$ cat src/rtl/uart_pkg.sv
// Shared UART definitions: frame defaults and the transmitter state encoding.
// Latency: n/a (types and constants only).
// Backpressure: n/a.
//
// Contents:
//   DBIT_DEF    - default data bits per frame
//   SB_TICK_DEF - default stop-bit length in s_ticks (16 = one stop bit)
//   OVERSAMPLE  - s_ticks per start/data bit
//   tx_state_e  - transmitter FSM states
package uart_pkg;

  localparam int DBIT_DEF    = 8;
  localparam int SB_TICK_DEF = 16;
  localparam int OVERSAMPLE  = 16;

  typedef enum logic [1:0] {
    IDLE  = 2'd0,
    START = 2'd1,
    DATA  = 2'd2,
    STOP  = 2'd3
  } tx_state_e;

endpackage

$ cat src/rtl/uart_tx_core.sv
// UART transmitter: serialises din as start bit, DBIT data bits LSB first, stop bit.
// Latency: tx falls on the first clk edge after an accepted tx_start.
// Backpressure: tx_start is only honoured in IDLE; requests while tx_busy are dropped.
//
// Ports:
//   clk          - system clock, rising edge
//   rst_n        - synchronous active-low reset
//   s_tick       - 16x baud enable, one clk wide
//   tx_start     - request to send din (sampled only when idle)
//   din          - data word to send, LSB first
//   tx           - registered serial line, idle high
//   tx_done_tick - one-clk pulse in the last s_tick of the stop bit
//   tx_busy      - high while a frame is in flight
module uart_tx_core
  import uart_pkg::*;
#(
  parameter int DBIT    = DBIT_DEF,
  parameter int SB_TICK = SB_TICK_DEF
) (
  input  logic            clk,
  input  logic            rst_n,
  input  logic            s_tick,
  input  logic            tx_start,
  input  logic [DBIT-1:0] din,
  output logic            tx,
  output logic            tx_done_tick,
  output logic            tx_busy
);

  // The tick counter spans both the 16-tick data bits and a possibly longer
  // stop bit, so it is sized for whichever is larger.
  localparam int S_MAX = (SB_TICK > OVERSAMPLE) ? SB_TICK : OVERSAMPLE;
  localparam int SW    = $clog2(S_MAX);
  localparam int NW    = (DBIT > 1) ? $clog2(DBIT) : 1;

  localparam logic [SW-1:0] S_BIT_LAST  = SW'(OVERSAMPLE - 1);
  localparam logic [SW-1:0] S_STOP_LAST = SW'(SB_TICK - 1);
  localparam logic [NW-1:0] N_LAST      = NW'(DBIT - 1);

  tx_state_e       state_q, state_d;
  logic [SW-1:0]   s_q, s_d;
  logic [NW-1:0]   n_q, n_d;
  logic [DBIT-1:0] b_q, b_d;
  logic            tx_q, tx_d;
  logic            done;

  // State and datapath registers.
  always_ff @(posedge clk) begin
    if (!rst_n) begin
      state_q <= IDLE;
      s_q     <= '0;
      n_q     <= '0;
      b_q     <= '0;
      tx_q    <= 1'b1;
    end else begin
      state_q <= state_d;
      s_q     <= s_d;
      n_q     <= n_d;
      b_q     <= b_d;
      tx_q    <= tx_d;
    end
  end

  // Next-state and datapath update. Everything holds unless s_tick is
  // present, except the IDLE->START hand-off which happens on tx_start alone;
  // an s_tick coinciding with that hand-off is deliberately not counted so the
  // start bit is always a full 16 ticks.
  always_comb begin
    state_d = state_q;
    s_d     = s_q;
    n_d     = n_q;
    b_d     = b_q;
    done    = 1'b0;

    unique case (state_q)
      IDLE: begin
        if (tx_start) begin
          state_d = START;
          s_d     = '0;
          b_d     = din;
        end
      end

      START: begin
        if (s_tick) begin
          if (s_q == S_BIT_LAST) begin
            state_d = DATA;
            s_d     = '0;
            n_d     = '0;
          end else begin
            s_d = s_q + 1'b1;
          end
        end
      end

      DATA: begin
        if (s_tick) begin
          if (s_q == S_BIT_LAST) begin
            s_d = '0;
            b_d = {1'b0, b_q[DBIT-1:1]};
            if (n_q == N_LAST) begin
              state_d = STOP;
            end else begin
              n_d = n_q + 1'b1;
            end
          end else begin
            s_d = s_q + 1'b1;
          end
        end
      end

      STOP: begin
        if (s_tick) begin
          if (s_q == S_STOP_LAST) begin
            state_d = IDLE;
            done    = 1'b1;
          end else begin
            s_d = s_q + 1'b1;
          end
        end
      end

      default: begin
        state_d = IDLE;
      end
    endcase
  end

  // The line is registered from the next state so it switches on the same
  // edge as the FSM; in DATA it follows the (possibly just shifted) LSB.
  always_comb begin
    tx_d = 1'b1;
    unique case (state_d)
      IDLE:    tx_d = 1'b1;
      START:   tx_d = 1'b0;
      DATA:    tx_d = b_d[0];
      STOP:    tx_d = 1'b1;
      default: tx_d = 1'b1;
    endcase
  end

  assign tx           = tx_q;
  assign tx_done_tick = done;
  assign tx_busy      = (state_q != IDLE);

  // The done pulse is always followed by IDLE, so it cannot repeat.
  a_done_single : assert property (
    @(posedge clk) disable iff (!rst_n) tx_done_tick |=> !tx_done_tick);

  // The line idles high.
  a_idle_high : assert property (
    @(posedge clk) disable iff (!rst_n) (state_q == IDLE) |-> tx_q);

endmodule

$ cat config.mk
export PLATFORM = sky130hd
export DESIGN_NAME = uart_tx_core
export DESIGN_NICKNAME = d
export VERILOG_FILES = /design/src/rtl/uart_pkg.sv /design/src/rtl/uart_tx_core.sv
export SDC_FILE = /design/constraint.sdc
export NUM_CORES = 1
export LEC_CHECK = 0
export BUFFER_PORTS_ARGS = -buffer_cell sky130_fd_sc_hd__buf_4
export CAP_MARGIN = 20
export CORE_MARGIN = 10
export CORE_UTILIZATION = 55
export DETAILED_ROUTE_END_ITERATION = 10
export GPL_TIMING_DRIVEN = 0
export HOLD_SLACK_MARGIN = 0.05
export PLACE_DENSITY = 0.88
export SETUP_SLACK_MARGIN = 0.5
export SLEW_MARGIN = 20
export SYNTH_ARGS = -nofsm -noshare
export SYNTH_HDL_FRONTEND = slang
export SYNTH_SLANG_ARGS = --single-unit
$ cat constraint.sdc
create_clock -name clk -period 2.4 [get_ports clk]
set_input_delay 0.48 -clock clk [delete_from_list [all_inputs] [get_ports clk]]
set_output_delay 0.48 -clock clk [all_outputs]
set_load 0.005 [all_outputs]
* After elaboration in Yosys (flattened, before gate mapping)
Cells that the tools add are included.
Storage, ports and cells: flip-flop bits (word level) 18, input port bits 12, output and inout bits 3, word-level logic and storage cells 64
Operators by class: add/subtract/negate cells 2, eq/ne operators 17, multiplexer cells 29, reductions and logical operators 10
Operators with widths (number):
- two-way mux 8 bit | 3
- two-way mux 4 bit | 5
- two-way mux 2 bit | 8
- inequality test 2 bit (second input constant) | 8
- one-hot mux 8 bit (2 select lines) | 1
- two-way mux 3 bit | 5
- one-hot mux 4 bit (3 select lines) | 1
- equality test 2 bit (second input constant) | 4
- one-hot mux 2 bit (4 select lines) | 1
- AND reduction 4 bit | 2
- one-hot mux 3 bit (2 select lines) | 1
- AND reduction 6 bit | 1
- nonzero test 2 bit | 3
- adder 4 x 1 -> 4 bit (second input constant) | 1
- equality test 2 x 1 -> 1 bit (second input constant) | 2
- equality test 4 bit (second input constant) | 1
- zero test 2 bit | 2
- OR reduction 2 bit | 2
- adder 3 x 1 -> 3 bit (second input constant) | 1
- equality test 3 bit (second input constant) | 1
- two-way mux 1 bit | 3
- one-hot mux 1 bit (3 select lines) | 1
- inequality test 2 x 1 -> 1 bit (second input constant) | 1

* Logic depth before layout (Yosys ltp)
Gate-level depths: netlist of the first run.
depth after elaboration 8, gate-level depth with buffers 9, gate-level depth less buffers 8

* Worst setup path after synthesis of the first run
Ideal clock, no wire load.
path type flip-flop to flip-flop, start point register state_q[0], end point register tx_q (netlist: tx), library setup time 93 ps, arrival 1941 ps, setup slack 366 ps, stages on the path, launching flop included 10, path buffers 1, clock period less this slack 2034 ps, cell sequence dfxtp_1 inv_1 ha_1 buf_4 nor2_1 o32ai_1 a31o_4 ha_1 a21o_1 o311ai_2
Between the ends: cells in the longest elaborated chain, start to end 7
Ends and longest elaborated chain:
- from (decl) | RTL line uart_tx_core.sv:40 | tx_state_e state_q, state_d;
- from (signal assigned) | RTL line uart_tx_core.sv:56 | state_q <= state_d;
- two-way mux 2 bit | RTL line uart_tx_core.sv:101 | if (n_q == N_LAST) begin
- two-way mux 2 bit | RTL line uart_tx_core.sv:98 | if (s_q == S_BIT_LAST) begin
- two-way mux 2 bit | RTL line uart_tx_core.sv:97 | if (s_tick) begin
- one-hot mux 2 bit (4 select lines) | RTL line uart_tx_core.sv:75 | unique case (state_q)
- equality test 2 bit / zero test 2 bit (equally long branches) | RTL line uart_tx_core.sv:133 | unique case (state_d)
- OR reduction 2 bit (no line)
- one-hot mux 1 bit (3 select lines) * | RTL line uart_tx_core.sv:133
- to (signal assigned) | RTL line uart_tx_core.sv:60 | tx_q <= tx_d;
- to (decl) | RTL line uart_tx_core.sv:44 | logic tx_q, tx_d;
Every way passes the cells marked *; elsewhere a longest branch is shown, timed or not. A chain may end at the register's enable or synchronous reset.

* Final worst setup path of the first run
start point register state_q[1], end point register tx_q (netlist: tx)
The elaborated chain is that of the path after synthesis.

==> results of run 1 <==
-- metal layers --
layer	vias up	wire length (microns)	track usage (%)
li1	505	-	-
met1	494	1198	13.29
met2	48	1315	21.67
met3	2	217	3.608
met4	0	17	5.615
met5	-	0	0
-- worst max path at each step --
stage | start | endpoint | slack, ns | depth (start not counted)
finish | state_q[1]$_SDFF_PN0_ | tx$_SDFF_PN1_ | 0.53 | 9
global route | state_q[1]$_SDFF_PN0_ | tx$_SDFF_PN1_ | 0.42 | 9
CTS | state_q[1]$_SDFF_PN0_ | tx$_SDFF_PN1_ | 0.51 | 9
detailed placement | s_q[0]$_SDFFE_PN0P_ | tx$_SDFF_PN1_ | 0.38 | 7
global placement | state_q[0]$_SDFF_PN0_ | tx$_SDFF_PN1_ | 0.43 | 9
floorplan | s_q[0]$_SDFFE_PN0P_ | tx$_SDFF_PN1_ | 0.53 | 8
-- cell families after synthesis --
logic type	synth area share, %
multiplexers	2.860
adder cells (fa/ha/maj)	9.154
flip-flops	32.95
buffers and inverters	5.835
AND/OR/NAND/NOR	21.40
AO/OA/AOI/OAI	27.80
-- repair_timing --
item / in CTS / in global routing
pin swaps: 2 / 2
endpoints found under the setup margin: 2 / 6
buffers inserted: 7 / 5
gates resized for setup: 8 / 13
-- registers in the layout, summed over array words and instances (netlist names) --
signal / count
tx: 1
state_q: 2
b_q: 8
s_q: 4
n_q: 3
-- through the flow --
step / power, mW / instances / area [sq um]
after floorplan: 0.4566 / 120 / 1105
after global placement: 0.4978 / 161 / 1244
after detailed placement: 0.5029 / 161 / 1244
after CTS: 0.7009 / 172 / 1356
after global routing: 0.7516 / 177 / 1426
final: 0.7129 / 177 / 1426
-- critical path, cell delays in order (launching register included) --
cell and delay (ns):
dfxtp_2 0.37, inv_2 0.06, ha_2 0.18, buf_6 0.14
nor2_1 0.10, mux2i_1 0.09, o211ai_1 0.29, ha_2 0.34
nand2b_1 0.10, o311ai_2 0.10
-- cell usage in the layout (no fill, tap or decap), types with 2 or more instances in the layout --
cell | netlist | final
nor3_1 | 2 | 2
clkbuf_4 | 0 | 3
a32oi_1 | 2 | 2
nand2_1 | 6 | 6
a22oi_1 | 9 | 9
dfxtp_4 | 0 | 2
ha_2 | 0 | 4
and3_4 | 0 | 2
nand2b_1 | 3 | 3
o21ai_0 | 5 | 5
a211oi_1 | 3 | 3
mux2i_1 | 2 | 2
a21oi_1 | 5 | 4
inv_1 | 5 | 3
clkbuf_1 | 2 | 2
and2_1 | 2 | 2
buf_6 | 2 | 4
nor2_1 | 17 | 15
dfxtp_1 | 18 | 12
buf_4 | 2 | 26
ha_1 | 8 | 3
a211oi_2 | 3 | 3
nand3_1 | 3 | 3
and2_2 | 2 | 2
dfxtp_2 | 0 | 4
inv_2 | 0 | 2
-- report_power, final --
group	switching, mW	internal, mW
registers	0.0107	0.318
logic	0.0981	0.0981
clock network	0.0954	0.0924
total	0.204	0.509
-- cell type report --
| class | count | area, sq um | area share [%] |
|---|---|---|---|
| flip-flops and latches | 18 | 372.9 | 26.14 |
| repair buffers | 26 | 195.2 | 13.68 |
| clock buffers | 4 | 36.28 | 2.544 |
| multi-input cells | 91 | 716.9 | 50.26 |
| well taps | 27 | 33.78 | 2.368 |
| inverters | 5 | 18.77 | 1.316 |
| plain buffers | 6 | 52.55 | 3.684 |
==> results.json, run 1 <==
{
  "grt_antenna_before_repair": 0,
  "pin_count": 15,
  "crit_path_start_kind": "flip-flop",
  "synth_area_leaders": "dfxtp_1, ha_1, a22oi_1, nor2_1, a211oi_2",
  "htreeDepth": 1,
  "synthDistinctLibCells": 38,
  "die_y_microns": 64.59,
  "synth_seq_cells": 18,
  "cts_sinks": 18,
  "synth_cells": 120,
  "hp-class": "in2reg",
  "grt_max_degree": 11,
  "fp.dieArea_sq_um": 4172,
  "regToRegEndpoint": "tx$_SDFF_PN1_",
  "finalWeightedCongestion": 0.8310,
  "drt-vias-per-instance": 5.927,
  "io_buffers": 14,
  "start_util_pct": 56.90,
  "cts_tree": "yes",
  "fmax_mhz": 534.9,
  "first_iter_violations": 64,
  "cts_max_path_buffers": 2,
  "grt_pass1_vias": 1012,
  "clk_latency_ns": 0.29,
  "end_kind": "flip-flop",
  "ys_top_cells_by_count": "dfxtp_1, nor2_1, a22oi_1, ha_1, nand2_1",
  "pre_cts_slack_ns": 0.3812,
  "yosys.area.top_type_share_pct": 32.95,
  "ctsHoldBuffers": 0,
  "synth-edff-count": 0,
  "rsz0062_at_grt": "yes",
  "ff2ff_setup_slack_ns": 0.53,
  "fin_crit_ns": 1.869,
  "async_flop_share_pct": 0,
  "cts_buffers": 3,
  "drt_wl_total_microns": 2748,
  "hold_depth": 2,
  "cts_root_buf": "clkbuf_4",
  "avgRoutedWirePerCell_microns": 15.53,
  "utilization_pct": 74.22,
  "core.rowCount": 16,
  "hold_path_end": "tx$_SDFF_PN1_",
  "hold_viol": 0,
  "first_pass_iters": 4,
  "drive_above_1_share_pct": 42.00,
  "syn-cell-area_sq_um": 1094,
  "leakage_nw": 0.5572,
  "final.setup.worst_slack_ns": 0.5306,
  "fill_cells": 147,
  "syn_avg_cell_area_sq_um": 9.113,
  "grt.total_usage_pct": 12.33,
  "maxCapViolCount": 0,
  "post-route-period-util_pct": 77.89,
  "synth_top_area_cell": "dfxtp_1",
  "holdCritStartpoint": "rst_n",
  "reg2regPathDepth": 9,
  "cp_data_required_time_ns": 2.58,
  "place_hpwl_microns": 1690,
  "core_sq_um": 1922,
  "finalSetupViolCount": 0,
  "drv_slew": 0,
  "fin_setup_tns_ns": 0,
  "grt_pass1_wl_microns": 4333,
  "clk_pin_slew_worst_paths_ns": 0.11,
  "synth_fp_nets": 140,
  "arrival_ns": 2.05,
  "tightest_slew_ns": 0.5191,
  "grt.overflow.total": 0,
  "cp_max_fo": 10,
  "yosysMostFrequentCell": "dfxtp_1",
  "ant_nets": 0,
  "finalNetCount": 171,
  "drc_errors": 0,
  "ir_worst_vdd_v": 0.0003382,
  "die_w_microns": 64.59,
  "yosysWarnings": 0,
  "p_per_area_nw_per_um2": 499.8,
  "ys_seq_area_share_pct": 32.95,
  "status": "finished, final reports clean",
  "maxSlewHeadroom_pct": 64.91,
  "diodes": 0,
  "critical_path_class": "reg2reg",
  "r2r-start": "state_q[1]$_SDFF_PN0_",
  "vias": 1049,
  "synth_flop_cell": "dfxtp_1",
  "syn2layout_area_growth_pct": 30.43,
  "holdWs_ns": 0.3858,
  "fin_skew_ns": 0.002406
}
No activity file was read; power rests on OpenSTA's default activity.
==> run 2: changes to the inputs <==
- clock period: 2.4 -> 2 ns (I/O delays scaled with it)
==> results.json, run 2 (synthesized netlist as in run 1, its figures left out) <==
{
  "htreeDepth": 1,
  "arrival_ns": 2.11,
  "placed_area_sq_um": 1365,
  "drv_slew": 0,
  "ir_worst_vdd_v": 0.0006634,
  "hp-class": "in2reg",
  "drive_above_1_share_pct": 59.76,
  "drc_errors": 0,
  "diodes": 0,
  "leakage_nw": 0.6838,
  "die_y_microns": 64.59,
  "multi_input_area_sq_um": 873.3,
  "first_iter_violations": 74,
  "p_per_area_nw_per_um2": 594.3,
  "grt_max_degree": 11,
  "cts_root_buf": "clkbuf_4",
  "cts_sinks": 18,
  "finalSetupViolCount": 0,
  "cts_tree": "yes",
  "design_area_sq_um": 1732,
  "rsz0062_at_grt": "yes",
  "clk_pin_slew_worst_paths_ns": 0.11,
  "cp_max_fo": 4,
  "crit_path_start_kind": "flip-flop",
  "post-route-period-util_pct": 94.30,
  "vias": 1211,
  "finalWeightedCongestion": 0.7997,
  "tightest_slew_ns": 0.5473,
  "grt_antenna_before_repair": 0,
  "avgRoutedWirePerCell_microns": 21.33,
  "final_common_cell": "buf_4",
  "fin_crit_ns": 1.886,
  "core_sq_um": 1922,
  "clk_latency_ns": 0.30,
  "core.rowCount": 16,
  "top_register": "b_q",
  "first_pass_iters": 4,
  "critical_path_class": "reg2reg",
  "cts_max_path_buffers": 2,
  "fmax_mhz": 530.2,
  "biggestRegsByFlops": "b_q x8, s_q x4, n_q x3",
  "fin_skew_ns": 0.001438,
  "syn2layout_area_growth_pct": 58.35,
  "ant_nets": 0,
  "io_buffers": 14,
  "utilization_pct": 90.10,
  "end_kind": "flip-flop",
  "pin_count": 15,
  "seq_area_sq_um": 372.9,
  "drt-vias-per-instance": 6.340,
  "fin_setup_tns_ns": 0,
  "cts_buffers": 3,
  "hold_viol": 0,
  "place_hpwl_microns": 1949,
  "fill_cells": 80,
  "start_util_pct": 56.90,
  "ctsHoldBuffers": 0,
  "drt_wl_total_microns": 4074,
  "maxSlewHeadroom_pct": 63.51,
  "largest_register_ffs": 8,
  "finalNetCount": 185,
  "cp_data_required_time_ns": 2.22,
  "grt_pass1_wl_microns": 6009,
  "grt_pass1_vias": 1292,
  "fp.dieArea_sq_um": 4172,
  "status": "finished, final reports clean",
  "layout_common_cells": "buf_4, dfxtp_1, a22oi_1",
  "grt.total_usage_pct": 17.61,
  "die_w_microns": 64.59,
  "grt.overflow.total": 0,
  "maxCapViolCount": 0
}
run 2: cell types whose count changed in the layout (fill, tap and decap cells not counted), sizes merged:
cell,before,now
buf,30,44
run 2: routing by layer:
layer	share of wire [%]	routed length, microns	GRT usage (%)	up-vias
met3	6.9	280	4.467	16
met5	0	0	0	-
met4	3.2	129	10.70	0
met2	51	2090	31.40	70
li1	-	-	-	535
met1	39	1572	18.05	590
run 2: what timing repair did:
item                                    4_1_cts  5_1_grt
gates cloned                                  1        0
resized for setup                            15       23
endpoints found under the setup margin       16       20
pin swaps                                    11       15
buffers inserted                             20        5
run 2: area by class of cell:
class                      instances  area share [%]
sequential                        18           21.53
clock buffer                       4           2.095
buffer                             6           3.540
multi-input combinational         91           50.43
inverter                           5           1.806
tap                               27           1.951
timing repair buffer              40           18.64
run 2: final timing paths:
path | from | endpoint | slack, ns | cells past startpoint
max | s_q[1]$_SDFFE_PN0P_ | tx$_SDFF_PN1_ | 0.11 | 7
max reg2reg | s_q[1]$_SDFFE_PN0P_ | tx$_SDFF_PN1_ | 0.11 | 7
min | rst_n | tx$_SDFF_PN1_ | 0.30 | 2
min reg2reg | b_q[5]$_SDFFE_PN0P_ | b_q[5]$_SDFFE_PN0P_ | 0.53 | 2
run 2: report_power, final:
group | switching [mW] | internal (mW) | leakage [nW] | total [mW]
sequential | 0.0266 | 0.384 | 0.151 | 0.410
combinational | 0.186 | 0.197 | 0.512 | 0.383
clock | 0.125 | 0.111 | 0.0210 | 0.236
run 2: critical path: stages, from the launching register on:
cell,delay (ns)
dfxtp_2,0.37
ha_4,0.16
and4_4,0.26
mux2i_1,0.22
o211ai_1,0.20
ha_4,0.22
a21o_1,0.17
o311ai_2,0.20
run 2: per-stage QoR:
stage / cells / setup WS (ns) / hold WS, ns / power [mW]
finish: 191 / 0.1139 / 0.3028 / 1.029
global route: 191 / 0.05161 / 0.3066 / 1.062
CTS: 186 / 0.1357 / 0.3085 / 0.9508
detailed placement: 161 / 0.08096 / 0.4937 / 0.6549
global placement: 161 / 0.1428 / 0.4628 / 0.6418
floorplan: 120 / 0.2384 / 0.4507 / 0.5880
